## src/rtl/coherence_bus_sequencer_pkg.sv

```systemverilog
// Shared definitions for the snooping coherence bus sequencer: bus op
// encodings, FSM state encoding and an op-validity helper.
package coherence_bus_sequencer_pkg;

    typedef enum logic [2:0] {
        BUS_NONE  = 3'd0,
        BUS_RD    = 3'd1,
        BUS_RDX   = 3'd2,
        BUS_UPGR  = 3'd3,
        BUS_FLUSH = 3'd4
    } bus_op_e;

    typedef enum logic [2:0] {
        IDLE  = 3'd0,
        SNOOP = 3'd1,
        RESP  = 3'd2,
        XFER  = 3'd3,
        MEM   = 3'd4,
        DONE  = 3'd5
    } state_e;

    // Only BusRd, BusRdX, BusUpgr and Flush may take part in arbitration.
    function automatic logic op_is_valid(input logic [2:0] op);
        return (op >= 3'd1) && (op <= 3'd4);
    endfunction

endpackage

```

## src/rtl/coherence_bus_sequencer_rr_arbiter.sv

```systemverilog
// Round-robin priority picker: rotates the eligibility vector so rr_ptr sits
// at bit 0, isolates the lowest set bit, then rotates the one-hot back.
module rr_arbiter #(
    parameter int N  = 4,
    parameter int PW = 2
) (
    input  logic [N-1:0]  elig,
    input  logic [PW-1:0] ptr,
    output logic [N-1:0]  winner,
    output logic          valid
);

    logic [N-1:0] rot_s;
    logic [N-1:0] rot_oh_s;

    // Rotate, pick lowest, rotate back.
    always_comb begin
        rot_s    = N'({elig, elig} >> ptr);
        rot_oh_s = rot_s & (~rot_s + 1'b1);
        winner   = N'({rot_oh_s, rot_oh_s} << ptr >> N);
        valid    = |elig;
    end

endmodule

```

## src/rtl/coherence_bus_sequencer.sv

```systemverilog
// Snooping bus sequencer: arbitrates cache requests, broadcasts the snoop,
// routes to cache-to-cache transfer or memory, and pulses done to the owner.
module coherence_bus_sequencer
    import coherence_bus_sequencer_pkg::*;
#(
    parameter int NUM_CPUS   = 4,
    parameter int ADDR_WIDTH = 32,
    parameter int SNOOP_WAIT = 2
) (
    input  logic                           clk,
    input  logic                           rst,
    input  logic [NUM_CPUS-1:0]            req,
    input  logic [NUM_CPUS*3-1:0]          req_op,
    input  logic [NUM_CPUS*ADDR_WIDTH-1:0] req_addr,
    output logic [NUM_CPUS-1:0]            grant,
    output logic                           snoop_valid,
    output logic [2:0]                     snoop_op,
    output logic [ADDR_WIDTH-1:0]          snoop_addr,
    output logic [$clog2(NUM_CPUS)-1:0]    snoop_src,
    input  logic [NUM_CPUS-1:0]            snoop_hit,
    input  logic [NUM_CPUS-1:0]            snoop_supply,
    output logic [NUM_CPUS-1:0]            supply_sel,
    output logic                           shared,
    output logic                           mem_rd,
    output logic                           mem_wr,
    input  logic                           mem_ready,
    output logic [NUM_CPUS-1:0]            done,
    output logic                           busy
);

    localparam int SRC_W = $clog2(NUM_CPUS);
    localparam int CNT_W = (SNOOP_WAIT > 1) ? $clog2(SNOOP_WAIT) : 1;
    localparam logic [CNT_W-1:0] CNT_LAST = CNT_W'(SNOOP_WAIT - 1);

    state_e                  state_r, state_nxt_s;
    logic [NUM_CPUS-1:0]     grant_r, hit_r, supply_r;
    logic [2:0]              op_r;
    logic [ADDR_WIDTH-1:0]   addr_r;
    logic [SRC_W-1:0]        src_r, rr_ptr_r;
    logic [CNT_W-1:0]        cnt_r;

    logic [NUM_CPUS-1:0]     elig_s, win_oh_s, hit_m_s, sup_m_s;
    logic                    win_vld_s;
    logic [SRC_W-1:0]        win_idx_s;
    logic [2:0]              win_op_s;
    logic [ADDR_WIDTH-1:0]   win_addr_s;

    rr_arbiter #(.N(NUM_CPUS), .PW(SRC_W)) u_arb (
        .elig   (elig_s),
        .ptr    (rr_ptr_r),
        .winner (win_oh_s),
        .valid  (win_vld_s)
    );

    // Eligibility and one-hot muxing of the winner's index, op and address.
    always_comb begin
        elig_s     = '0;
        win_idx_s  = '0;
        win_op_s   = 3'd0;
        win_addr_s = '0;
        for (int i = 0; i < NUM_CPUS; i++) begin
            elig_s[i]  = req[i] && op_is_valid(req_op[i*3 +: 3]);
            win_idx_s  = win_idx_s | (win_oh_s[i] ? SRC_W'(i) : '0);
            win_op_s   = win_op_s | ({3{win_oh_s[i]}} & req_op[i*3 +: 3]);
            win_addr_s = win_addr_s |
                         ({ADDR_WIDTH{win_oh_s[i]}} & req_addr[i*ADDR_WIDTH +: ADDR_WIDTH]);
        end
    end

    assign hit_m_s = snoop_hit & ~grant_r;
    assign sup_m_s = snoop_supply & ~grant_r;

    // Next-state decode.
    always_comb begin
        state_nxt_s = state_r;
        case (state_r)
            IDLE: begin
                if (win_vld_s) begin
                    state_nxt_s = (win_op_s == BUS_FLUSH) ? MEM : SNOOP;
                end else begin
                    state_nxt_s = IDLE;
                end
            end
            SNOOP: state_nxt_s = RESP;
            RESP: begin
                if (cnt_r != CNT_LAST) begin
                    state_nxt_s = RESP;
                end else if (op_r == BUS_UPGR) begin
                    state_nxt_s = DONE;
                end else if (|sup_m_s) begin
                    state_nxt_s = XFER;
                end else begin
                    state_nxt_s = MEM;
                end
            end
            XFER: state_nxt_s = DONE;
            MEM: begin
                if (mem_ready) begin
                    state_nxt_s = DONE;
                end else begin
                    state_nxt_s = MEM;
                end
            end
            DONE:    state_nxt_s = IDLE;
            default: state_nxt_s = IDLE;
        endcase
    end

    // State register.
    always_ff @(posedge clk) begin
        if (rst) begin
            state_r <= IDLE;
        end else begin
            state_r <= state_nxt_s;
        end
    end

    // Transaction context: winner, latched request, response window, snoop results.
    always_ff @(posedge clk) begin
        if (rst) begin
            grant_r  <= '0;
            op_r     <= 3'd0;
            addr_r   <= '0;
            src_r    <= '0;
            rr_ptr_r <= '0;
            cnt_r    <= '0;
            hit_r    <= '0;
            supply_r <= '0;
        end else begin
            case (state_r)
                IDLE: begin
                    if (win_vld_s) begin
                        grant_r  <= win_oh_s;
                        op_r     <= win_op_s;
                        addr_r   <= win_addr_s;
                        src_r    <= win_idx_s;
                        rr_ptr_r <= (win_idx_s == SRC_W'(NUM_CPUS - 1)) ? '0 : win_idx_s + 1'b1;
                        hit_r    <= '0;
                        supply_r <= '0;
                    end
                end
                SNOOP: cnt_r <= '0;
                RESP: begin
                    cnt_r <= cnt_r + 1'b1;
                    if (cnt_r == CNT_LAST) begin
                        hit_r    <= hit_m_s;
                        supply_r <= sup_m_s;
                    end
                end
                DONE:    grant_r <= '0;
                default: cnt_r   <= cnt_r;
            endcase
        end
    end

    // Flush never samples snoop responses, so hit_r stays clear and shared reads 0.
    assign grant       = grant_r;
    assign busy        = (state_r != IDLE);
    assign snoop_valid = (state_r == SNOOP);
    assign snoop_op    = snoop_valid ? op_r : 3'd0;
    assign snoop_addr  = snoop_valid ? addr_r : '0;
    assign snoop_src   = snoop_valid ? src_r : '0;
    assign supply_sel  = (state_r == XFER) ? (supply_r & (~supply_r + 1'b1)) : '0;
    assign mem_rd      = (state_r == MEM) && (op_r != BUS_FLUSH);
    assign mem_wr      = (state_r == MEM) && (op_r == BUS_FLUSH);
    assign done        = (state_r == DONE) ? grant_r : '0;
    assign shared      = (state_r == DONE) && (|hit_r);

endmodule

```

## config.mk

```make
export PLATFORM = sky130hd
export DESIGN_NAME = coherence_bus_sequencer
export DESIGN_NICKNAME = d
export VERILOG_FILES = /design/src/rtl/coherence_bus_sequencer_pkg.sv /design/src/rtl/coherence_bus_sequencer_rr_arbiter.sv /design/src/rtl/coherence_bus_sequencer.sv
export SDC_FILE = /design/constraint.sdc
export NUM_CORES = 1
export LEC_CHECK = 0
export BUFFER_PORTS_ARGS = -buffer_cell sky130_fd_sc_hd__buf_2
export CORE_ASPECT_RATIO = 1.4
export CORE_MARGIN = 2
export CORE_UTILIZATION = 33
export DETAILED_ROUTE_END_ITERATION = 8
export PLACE_DENSITY = 0.65
export SLEW_MARGIN = 20
export SYNTH_ARGS = -nofsm -noshare
export SYNTH_HDL_FRONTEND = slang
export SYNTH_SLANG_ARGS = --single-unit
```

## constraint.sdc

```tcl
create_clock -name clk -period 2.22 [get_ports clk]
set_input_delay 0.444 -clock clk [delete_from_list [all_inputs] [get_ports clk]]
set_output_delay 0.444 -clock clk [all_outputs]
set_load 0.05 [all_outputs]
```

==> summary.md <==
| Metric | Value |
|---|---|
| Status | `complete, no violations` |
| First-pass GRT wire length | `18.5 mm` |
| Reg2reg setup slack | `0.23 ns` |
| Slowest CP cell | `dfxtp_1` |
| Critical Path AT | `1.69 ns` |
| Initial antenna violation count | `0` |
| GPL Wtd Cong | `0.877` |
| Die height | `124 µm` |
| GR peak layer | `met2` |
| Internal power | `2.80 mW` |
| Largest stage delay, worst path | `0.31 ns` |
| Min-delay worst type | `input port to register` |
| Via density per instance | `5.37` |
| Worst EP required | `1.78 ns` |
| CP Launch Type | `register` |
| Power Density | `1000 mW/mm²` |
| Global Route met2 Usage | `38.9%` |
| Netlist cell types | `48` |
| Max cap viols | `0` |
| Clock power frac | `15.0%` |
| Final core occ | `50.5%` |
| Horiz. Die Dim | `89.4 µm` |
| Post-synth EDFFs | `0` |
| DR DRC count | `0` |
| Hold_ws | `0.435 ns` |
| Reg power frac | `29.5%` |
| Most common cell after layout, fill and taps aside | `buf_2` |
| Core box area | `0.00990 mm²` |
| Tcrit/Tclk final | `96.2%` |
| Initial core utilization | `34.0%` |
| Post-detailed-route count of antenna-violating nets | `0` |
| 1st-iter DRT viols | `107` |
| Post-DR wirelength/cell | `15.8 µm` |
| Sw Ratio | `44.1%` |
| Most frequent cells in the layout | `204 x buf_2, 62 x nor2_1, 54 x dfxtp_1, 43 x and2_1, 40 x buf_4` |
| DRT Pass-1 Iters | `4` |
| Clock-pin slew on the worst setup and hold paths | `0.07 ns` |
| Io pins | `209` |
| TritonCTS clock tree | `yes` |
| Top area cells in the synthesized netlist | `dfxtp_1 33%, a221o_1 10%, a221oi_1 8.6%` |
| Port buffer count | `208` |
| Synth warn | `0` |
| Slew HR | `68.0%` |
| GRT Util Overall | `21.3%` |
| Pins over their slew limit | `0` |
| CTS sink cnt | `55` |
| Synth top area share | `32.7%` |
| DRT Wirelength | `12.2 mm` |
| #FFs+latches synth | `55` |
| Global-route met1 utilization | `25.5%` |
| CTS Buf Count | `5` |
| Peak supply drop | `0.333 mV` |
| Final hold vios | `0` |
| Hpwl dp | `9.57 mm` |
| Predominant post-synthesis flop cell | `dfxtp_1` |
| Clock Latency Late Sink | `0.29 ns` |
| Critical-path cell list | `buf_4, nor3b_2, buf_6, and2_1, buf_2` |
| Syn Inst Count | `411` |
| CTS Buffer Depth | `2` |
| Layout cells sized above 1 | `44.7%` |
| # rows | `43` |
| Synthesized Nets | `566` |
| Root Buffer | `clkbuf_16` |
| Avg Cell Area, Syn | `8.20 µm²` |
| Fin crit period | `2.14 ns` |
| H-tree lvl count | `2` |
| Clock skew | `0.00361 ns` |
| Area Overhead vs Synth | `48.4%` |
| Diode count | `0` |
| Vias in the first global route | `3924` |
| Switching power total | `2.21 mW` |
| Post-Syn Area | `0.00337 mm²` |
| # setup viols final | `0` |
| Total grt overflow | `0` |
| Die ar. | `0.0110 mm²` |
| Post-Place Cells | `763` |
| CP Class | `register to output port` |
| Post-synth top area cell | `dfxtp_1` |
| Largest net degree at the start of global routing | `35` |
| Unrepaired setup endpoints after global routing | `false` |
| Fmax | `468 MHz` |
| Gate power share | `55.4%` |
| Ys async rst share | `0%` |
| Worst-Margin Slew | `0.481 ns` |
| Critical Path Fanout Max | `26` |
| Met3 Resource Use GR | `3.67%` |
| Finished Layout Cells | `770` |
| Leakage | `2.34 nW` |
| Seq/Total Area, Yosys | `32.7%` |
| Worst setup EP type | `output port` |
| Nets | `791` |
| TNS Setup | `0 ns` |
| Via count | `4134` |
power by group through the flow:
stage	combinational, mW	sequential, mW	clock (mW)
global route	3.06	1.52	0.814
finish	2.78	1.48	0.753
detailed placement	2.76	1.49	0
CTS	2.77	1.47	0.779
floorplan	1.94	1.47	0
global placement	2.72	1.48	0
critical path, delay by kind of cell (launching register included):
family | cells | cell delay [ns]
and+or+nand+nor | 2 | 0.42
buffers and inverters | 3 | 0.67
DFF | 1 | 0.31
state kept, by name, indices dropped and copies added (netlist names):
register and count:
addr_r 32, src_r 2, state_r 3, hit_r 4, supply_r 4, grant 4, op_r 3, rr_ptr_r 2
cnt_r 1
stage by stage:
stage | power, mW | setup WS (ns) | cell area [µm²]
2_1_floorplan | 3.41 | 0.00513 | 3390
3_3_place_gp | 4.20 | -0.185 | 4830
3_5_place_dp | 4.25 | -0.252 | 4830
4_1_cts | 5.02 | 0.0319 | 4960
5_1_grt | 5.39 | 0.00476 | 5000
6_report | 5.01 | 0.0848 | 5000
timing repair:
| action | in CTS | in global routing |
|---|---|---|
| gates resized for setup | 0 | 11 |
| buffers inserted | 0 | 1 |
| hold buffers | 0 | 0 |
| hold endpoints to repair | 0 | 0 |
| endpoints found under the setup margin | 0 | 40 |
final timing paths:
path                     start            to  cells past startpoint
setup / recovery    state_r[2]  snoop_src[0]                      5
hold / removal    snoop_hit[0]      hit_r[0]                      3
setup reg to reg   rr_ptr_r[1]       op_r[0]                      7
hold reg to reg       hit_r[2]      hit_r[2]                      2
kinds of logic after synthesis:
logic type	after synthesis	synth area share (%)
muxes	3	0.892
buffers and inverters	36	4.68
AOI/OAI and AO/OA	114	29.2
DFF	55	32.7
and+or+nand+nor	203	32.6
Yosys cell counts, types with 2 or more instances:
library cell,n
o32ai_4,2
dfxtp_1,55
a21oi_2,2
nor3_4,2
nand4_1,3
clkbuf_1,14
nand4b_1,3
nor3b_1,3
or3_4,2
a22oi_1,4
a21o_1,2
nand3b_1,2
o21ai_0,4
buf_2,18
nand2_1,18
buf_1,2
nand3_1,6
a221o_1,34
nor4_1,2
a21oi_1,16
o22ai_1,2
a221oi_1,33
a31oi_1,4
and2_1,43
and3_1,2
nor2_1,62
nand3_4,2
or3_1,2
nor3_1,37
inv_1,2
mux2i_1,3
o21ai_1,2
nand2b_1,8
layout make-up:
class	instances	area [µm²]
clock inverters	1	7.51
well taps	135	169
fillers	1018	4900
clock buffers	5	125
inverters	2	7.51
flip-flops and latches	55	1100
repair buffers	252	1420
multi-input cells	320	2170
layer usage:
metal	routed length (µm)	share of wire [%]	vias up
met3	687	5.6	11
met2	6590	54	158
met4	132	1.1	0
met5	0	0	-
met1	4750	39	1944
li1	-	-	2021
(Power assumes the default switching activity.)
